<file path="src/rtl/arb_pkg.sv">
`default_nettype none
// ============================================================================
//  Module      : arb_pkg
//  Description : Shared sizes, FSM state type and rotating-priority search
//                for the decoded round-robin arbiter.
//  Revision    : 1.0  initial release
// ============================================================================
package arb_pkg;

    localparam int N_REQ  = 4;
    localparam int ADDR_W = 2;

    typedef enum logic [1:0] {
        IDLE    = 2'b00,
        GRANT   = 2'b01,
        RELEASE = 2'b10
    } state_t;

    // First requester found when searching ptr, ptr+1, ... (mod N_REQ).
    // Scanning from the far end lets the nearest hit overwrite later ones.
    function automatic logic [ADDR_W-1:0] rr_pick(
        input logic [N_REQ-1:0]  req,
        input logic [ADDR_W-1:0] ptr
    );
        logic [ADDR_W-1:0] idx;
        logic [ADDR_W-1:0] win;
        win = ptr;
        for (int i = N_REQ - 1; i >= 0; i--) begin
            idx = ptr + ADDR_W'(i);
            if (req[idx]) begin
                win = idx;
            end
        end
        return win;
    endfunction

endpackage
`default_nettype wire

</file>
<file path="src/rtl/dec2to4_en.sv">
`default_nettype none
// ============================================================================
//  Module      : dec2to4_en
//  Description : Combinational 2-to-4 decoder with enable; Y[i] = E & (A==i).
//  Revision    : 1.0  initial release
// ============================================================================
module dec2to4_en (
    input  logic       E,
    input  logic [1:0] A,
    output logic [3:0] Y
);

    for (genvar i = 0; i < 4; i++) begin : g_dec
        assign Y[i] = E & (A == 2'(i));
    end

endmodule
`default_nettype wire

</file>
<file path="src/rtl/dec_rr_arbiter.sv">
`default_nettype none
// ============================================================================
//  Module      : dec_rr_arbiter
//  Description : Four-way round-robin arbiter with hold limit; the one-hot
//                grant is produced by decoding the registered grant index.
//  Revision    : 1.0  initial release
// ============================================================================
module dec_rr_arbiter
    import arb_pkg::*;
#(
    parameter int MAX_HOLD = 8
) (
    input  logic              clk,
    input  logic              rst_n,
    input  logic [N_REQ-1:0]  req,
    output logic [N_REQ-1:0]  gnt,
    output logic [ADDR_W-1:0] gnt_addr,
    output logic              gnt_valid,
    output logic              busy
);

    localparam logic [7:0] c_max_hold = 8'(MAX_HOLD);

    state_t            r_state,     w_state;
    logic [ADDR_W-1:0] r_ptr,       w_ptr;
    logic [7:0]        r_hold_cnt,  w_hold_cnt;
    logic [ADDR_W-1:0] r_gnt_addr,  w_gnt_addr;
    logic              r_gnt_valid, w_gnt_valid;

    logic [ADDR_W-1:0] w_win;
    logic [7:0]        w_hold_inc;
    logic              w_release;

    always_ff @(posedge clk or negedge rst_n) begin
        if (!rst_n) begin
            r_state     <= IDLE;
            r_ptr       <= '0;
            r_hold_cnt  <= '0;
            r_gnt_addr  <= '0;
            r_gnt_valid <= 1'b0;
        end else begin
            r_state     <= w_state;
            r_ptr       <= w_ptr;
            r_hold_cnt  <= w_hold_cnt;
            r_gnt_addr  <= w_gnt_addr;
            r_gnt_valid <= w_gnt_valid;
        end
    end

    always_comb begin
        w_state     = r_state;
        w_ptr       = r_ptr;
        w_hold_cnt  = r_hold_cnt;
        w_gnt_addr  = r_gnt_addr;
        w_gnt_valid = r_gnt_valid;

        w_win      = rr_pick(req, r_ptr);
        w_hold_inc = (r_hold_cnt == 8'hFF) ? r_hold_cnt : r_hold_cnt + 8'd1;
        // A dropped request and an expired hold on the same edge still
        // produce one release and one pointer step.
        w_release  = !req[r_gnt_addr] ||
                     ((c_max_hold != 8'd0) && (r_hold_cnt == c_max_hold));

        case (r_state)
            IDLE, RELEASE: begin
                if (|req) begin
                    w_state     = GRANT;
                    w_gnt_addr  = w_win;
                    w_gnt_valid = 1'b1;
                    w_hold_cnt  = 8'd1;
                end else begin
                    w_state     = IDLE;
                    w_gnt_valid = 1'b0;
                end
            end
            GRANT: begin
                w_hold_cnt = w_hold_inc;
                if (w_release) begin
                    w_state     = RELEASE;
                    w_gnt_valid = 1'b0;
                    w_ptr       = r_gnt_addr + ADDR_W'(1);
                end
            end
            default: begin
                w_state     = IDLE;
                w_gnt_valid = 1'b0;
            end
        endcase
    end

    dec2to4_en u_dec (
        .E (r_gnt_valid),
        .A (r_gnt_addr),
        .Y (gnt)
    );

    assign gnt_addr  = r_gnt_addr;
    assign gnt_valid = r_gnt_valid;
    assign busy      = (r_state != IDLE);

endmodule
`default_nettype wire

</file>
<file path="config.mk">
export PLATFORM = sky130hd
export DESIGN_NAME = dec_rr_arbiter
export DESIGN_NICKNAME = d
export VERILOG_FILES = /design/src/rtl/arb_pkg.sv /design/src/rtl/dec2to4_en.sv /design/src/rtl/dec_rr_arbiter.sv
export SDC_FILE = /design/constraint.sdc
export NUM_CORES = 1
export LEC_CHECK = 0
export CELL_PAD_IN_SITES_DETAIL_PLACEMENT = 1
export CELL_PAD_IN_SITES_GLOBAL_PLACEMENT = 1
export CORE_UTILIZATION = 28
export CTS_CLUSTER_SIZE = 30
export DETAILED_ROUTE_END_ITERATION = 8
export PLACE_DENSITY = 0.55
export SLEW_MARGIN = 30
export SYNTH_ARGS = -nofsm -noshare
export SYNTH_HDL_FRONTEND = slang
export SYNTH_SLANG_ARGS = --single-unit
</file>
<file path="constraint.sdc">
create_clock -name clk -period 3.26 [get_ports clk]
set_clock_uncertainty 0.15 [all_clocks]
set_input_delay 0.652 -clock clk [delete_from_list [all_inputs] [get_ports clk]]
set_output_delay 0.652 -clock clk [all_outputs]
set_load 0.005 [all_outputs]
</file>
# ---- Yosys cells after proc, flatten, opt, wreduce, memory -nomap -nowiden
# Cells that the tools add are included.
dict set report classes {
  bitwise 4
  n_reduce_logical 11
  order_cmp 5
  n_eq_ne 10
  mux 23
  add_sub_neg 5
}
# op count
set ops {}
lappend ops {{two-way mux 8 bit} 2}
lappend ops {{one-hot mux 8 bit (2 select lines)} 1}
lappend ops {{< comparator 2 x 3 -> 1 bit, second input constant} 5}
lappend ops {{binary-select mux 1 bit (select 2 bit)} 5}
lappend ops {{two-way mux 2 bit} 5}
lappend ops {{adder 8 x 1 -> 8 bit, second input constant} 1}
lappend ops {{equality test 8 x 4 -> 1 bit, second input constant} 1}
lappend ops {{equality test 8 bit, second input constant} 1}
lappend ops {{two-way mux 1 bit} 8}
lappend ops {{equality test 2 bit, second input constant} 3}
lappend ops {{!= test 2 bit, second input constant} 3}
lappend ops {{adder 2 x 1 -> 2 bit, second input constant} 2}
lappend ops {{adder 2 bit, second input constant} 2}
lappend ops {{AND 1 bit} 4}
lappend ops {{equality test 2 x 1 -> 1 bit, second input constant} 2}
lappend ops {{zero test 2 bit} 2}
lappend ops {{one-hot mux 2 bit (2 select lines)} 1}
lappend ops {{AND reduction 2 bit} 2}
lappend ops {{nonzero test 2 bit} 2}
lappend ops {{OR reduction 4 bit} 1}
lappend ops {{AND reduction 3 bit} 1}
lappend ops {{one-hot mux 1 bit (2 select lines)} 1}
lappend ops {{OR reduction 2 bit} 1}
lappend ops {{zero test 1 bit} 1}
lappend ops {{logical OR 1 bit} 1}
dict set report word_totals {
  inputBits 6
  reg_bits 15
}

# ---- Logic depth before layout (Yosys ltp)
dict set report depth {
  ltp_word 7
  mapped_depth 6
  mapped_depth_nobuf 6
}

# ---- Cells and area by module
# Synthesis repeated with hierarchy kept, for this count alone.
dict set report hier_totals {
  cells_unflattened 97
  hier_area_um2 893.4
}
# module cells_per_inst n_inst area_per_inst_um2
set by_module_without_submodules {}
lappend by_module_without_submodules {dec_rr_arbiter 93 1 855.8}
lappend by_module_without_submodules {dec2to4_en 4 1 37.5}

# ---- Least setup slack after synthesis
# OpenSTA, ideal clock, no wires.
dict set report synth_path {
  kind {input port to flip-flop}
  startpoint {input req[1]}
  endpoint {register r_gnt_addr[0], in the netlist gnt_addr[0]}
  required_time_ns 2.982
  setup_slack_ns 1.571
  arrival_time_ns 1.411
  setup_time_ns 0.128
  path_stages 3
  cell_sequence {nor4_2 > nor2_2 > mux2_1}
}
dict set report synth_between {
  elab_chain_len 6
  elab_cells_between_ends 14
}
# element line_no
set synth_lines {}
lappend synth_lines {{from (decl)} dec_rr_arbiter.sv:15} ;# input logic [N_REQ-1:0] req,
lappend synth_lines {{binary-select mux 1 bit (select 2 bit)} arb_pkg.sv:30} ;# if (req[idx]) begin
lappend synth_lines {{two-way mux 1 bit (implied by the code)} arb_pkg.sv:30}
lappend synth_lines {{two-way mux 2 bit (4 in series)} arb_pkg.sv:30}
lappend synth_lines {{to (signal assigned)} dec_rr_arbiter.sv:45} ;# r_gnt_addr <= w_gnt_addr;
lappend synth_lines {{to (decl)} dec_rr_arbiter.sv:27} ;# logic [ADDR_W-1:0] r_gnt_addr, w_gnt_addr;
# Several ways; a longest one is shown, not always the timed one. The select of a mux whose other input is x is not followed.
# A chain may end at the register's enable or synchronous reset.

# ---- Worst setup path in the final report
dict set report layout_path {
  startpoint {register r_gnt_addr[0], in the netlist gnt_addr[0]}
  endpoint {output gnt[2]}
}
dict set report layout_between {
  elab_chain_len 2
}
# element line_no
set layout_lines {}
lappend layout_lines {{equality test 2 bit} dec2to4_en.sv:14} ;# assign Y[i] = E & (A == 2'(i));
lappend layout_lines {{AND 1 bit} dec2to4_en.sv:14}
lappend layout_lines {{to (decl)} dec_rr_arbiter.sv:16} ;# output logic [N_REQ-1:0] gnt,
# Every way passes these cells.

==> metrics.md <==
| Metric | Value |
|---|---|
| CTS buffer count | `3` |
| Yosys top cell area share | `about 39%` |
| M1 WL | `~1100 um` |
| Mapped Nets | `103` |
| Setup crit start | `gnt_addr[0]` |
| Async S/R FF share, synth | `between 90% and 100%` |
| WL met2 | `between 900 and 1000 um` |
| Yosys cell types | `35` |
| Resize count post-CTS | `0` |
| IO Count | `14` |
| Drt pass-1 iters | `4` |
| Largest cells by area after synthesis | `dfrtp_1 39%, ha_1 8.3%, mux2i_1 6.6%` |
| Hold Fails Final Rpt | `0` |
| Count leader, synth | `dfrtp_1` |
| Vias | `743` |
| Total global routing overflow | `0` |
| Gate power share | `48.2%` |
| Seq/Total Area, Yosys | `38.62%` |
| Syn Inst Count | `about 90` |
| Post-synthesis register bit count | `14` |
| Syn Std Cell Area | `between 900 and 1000 um2` |
| Tmin final | `~2500 ps` |
| Startpoint Class | `flop` |
| Nets | `121` |
| Crit path DAT | `roughly 1700 ps` |
| DRC viols | `0` |
| Core area | `3053 um2` |
| Placed Area | `about 1100 um2` |
| Die area | `about 3500 um2` |
| Detail Placement HPWL | `between 1500 and 2000 um` |
| Iteration-0 DRC Markers | `18` |
| Routed WL | `2137 um` |
| Layout cell share with drive strength beyond 1 | `between 10 and 15%` |
| # fillers | `between 300 and 400` |
| CTS tree | `built` |
| Sum Neg Setup Slack | `0 ps` |
| Initial core utilization | `between 20% and 30%` |
| Skew-Pair Late Insertion Delay | `~280 ps` |
| Rows | `20` |
| Clock Sinks | `14` |
| Highest routed layer | `met3` |
| All-Layer GR Usage | `about 14%` |
| Peak supply drop | `between 300 and 400 uV` |
| Crit path required time | `roughly 2500 ps` |
| R2r startpoint | `r_hold_cnt[0]` |
| Largest net degree at the start of global routing | `15` |
| Post-synth EDFFs | `0` |
| Die W | `between 50 and 60 um` |
| Top post-synthesis cells by count | `14 x dfrtp_1, 8 x inv_1` |
| Status | `finished, final reports clean` |
| CTS Hold Bufs | `0` |
| Clock power frac | `between 10% and 20%` |
| Setup CP Type | `flop to primary output` |
| Input/output buffers | `13` |
| Final setup violation count | `0` |
| Largest area contributor in the netlist | `dfrtp_1` |
| Period utilisation layout | `between 70 and 80%` |
| Net Sw Frac | `between 30 and 40%` |
| Min-delay src | `r_hold_cnt[0]` |
| PwrDens | `about 760 nW/um2` |
| Unrepaired setup endpoints after global routing | `no` |
| Synth-to-layout area growth | `24.41%` |
| Hold Path Class | `flop to flop` |
| Max_cap viols | `0` |
| Pleak | `~0.5 nW` |
| Wire per inst | `approximately 14 um` |
| Flop pwr share | `a little under two fifths` |
| Setup Buffers After CTS | `0` |
| Clock buffer depth | `2` |
| Slew Limit Fails | `0` |
| Net Switching | `about 0.00034 W` |
| Peak Freq | `roughly 390 MHz` |
| CP Capture Type | `primary output` |
| Final ANT Viol Nets | `0` |
| Vias in the first global route | `roughly 770` |
| WL met3 | `42 um` |
| Worst-path clk slew | `90 ps` |
| Rel. slew slack | `between 50% and 60%` |
| Worst-margin pin slew | `between 600 and 700 ps` |
| First-pass GRT wire length | `roughly 3700 um` |
| Max FO, Critical Path | `7` |
| Post-synthesis average cell area | `around 10 um2` |
| Post-synth top flop | `dfrtp_1` |
| Initial antenna violation count | `0` |
| Root Driver | `clkbuf_4` |
| Routability-driven placement congestion ratio | `~0.73` |
| Int Pwr | `roughly 0.00053 W` |
| Vias per cell | `around 5` |
| Die height | `between 50 and 60 um` |
| Design area | `roughly 1100 um2` |
| Synth warn | `0` |
| Antenna diode count | `0` |
| # H-tree levels | `1` |
-- per-layer routing --
| metal | GRT usage, % | up-vias |
|---|---|---|
| met5 | 0 | - |
| met4 | 4.082 | 0 |
| met3 | 2.198 | 0 |
| met2 | 21.43 | 5 |
| met1 | 21.40 | 373 |
| li1 | - | 365 |
-- critical path: stages, from the launching register on --
cell and delay (ps):
dfrtp_1 520, inv_1 140, ha_1 210, and2_1 150, clkdlybuf4s50_1 430
-- kinds of logic (layout without fill, tap and decap cells) --
family	count (synthesis)	after routing	synth area share (%)
AO/OA/AOI/OAI	18	18	15.45
XOR/XNOR	2	2	1.931
adder cells (fa/ha/maj)	6	6	8.276
buffers and inverters	8	25	3.310
flip-flops	14	14	38.62
multiplexers	9	9	10.76
AND/OR/NAND/NOR	34	34	21.66
-- sequential cells by signal, indices dropped and copies added (netlist names) --
signal / cells
r_hold_cnt: 8
gnt_addr: 2
r_ptr: 2
r_state: 2
-- cell usage in the layout, fill, tap and decap left out --
cell and instances:
a211oi_1 1, a21boi_2 1, a21oi_1 3, a222oi_1 1
a22oi_2 1, a31o_1 1, a31oi_1 2, and2_1 5
and2b_1 1, and3_1 2, and4b_1 1, and4bb_1 1
clkbuf_4 3, clkbuf_8 1, clkdlybuf4s50_1 13, dfrtp_1 14
ha_1 6, inv_1 8, mux2_1 1, mux2_2 1
mux2_4 1, mux2i_1 6, nand2_1 6, nand3_1 3
nand4_1 3, nor2_1 6, nor2_2 1, nor2b_1 1
nor3_1 1, nor3b_1 1, nor4_2 1, o211ai_1 1
o211ai_2 1, o21ai_2 1, o22ai_1 4, o2bb2ai_1 1
or2_1 1, xor2_1 2
-- area by class of cell --
| cell class | count | area, um2 | area share [%] |
|---|---|---|---|
| Tap cell | 44 | 55.05 | 4.878 |
| Clock buffer | 4 | 36.28 | 3.215 |
| Timing Repair Buffer | 13 | 130.1 | 11.53 |
| Sequential cell | 14 | 350.3 | 31.04 |
| Multi-Input combinational cell | 69 | 526.8 | 46.67 |
| Inverter | 8 | 30.03 | 2.661 |
-- per-stage QoR --
step           utilization [%]  hold slack, ps  cells  worst slack (ps)  power (W)
6_report                 36.97           385.9    152             723.9  0.0008627
5_1_grt                  36.97           455.8    152             631.7  0.0009455
4_1_cts                  36.97           399.1    152             708.2  0.0008805
3_5_place_dp             35.78           385.4    148             874.1  0.0007459
3_3_place_gp             35.78           369.0    148             912.1  0.0007354
2_1_floorplan                -           206.4     91              1571  0.0005492
-- worst paths after layout --
| kind | endpoint | slack, ps | cells after the start |
|---|---|---|---|
| worst min-delay path | r_hold_cnt[0] | 390 | 1 |
| max in group asynchronous | r_ptr[1] | 1910 | 1 |
| worst max-delay path | gnt[2] | 720 | 4 |
| min in group asynchronous | r_hold_cnt[6] | 620 | 1 |
| worst min register to register | r_hold_cnt[0] | 390 | 1 |
| worst max register to register | r_ptr[1] | 1500 | 6 |
-- power by group through the flow --
stage / combinational, W / sequential, W / clock [W]
after global routing: 0.000474 / 0.000332 / 0.000139
after floorplan: 0.000255 / 0.000294 / 0
final: 0.000415 / 0.000318 / 0.000130
after detailed placement: 0.000426 / 0.000320 / 0
after global placement: 0.000417 / 0.000319 / 0
after CTS: 0.000428 / 0.000317 / 0.000136
Power figures use the tool's default switching activity.
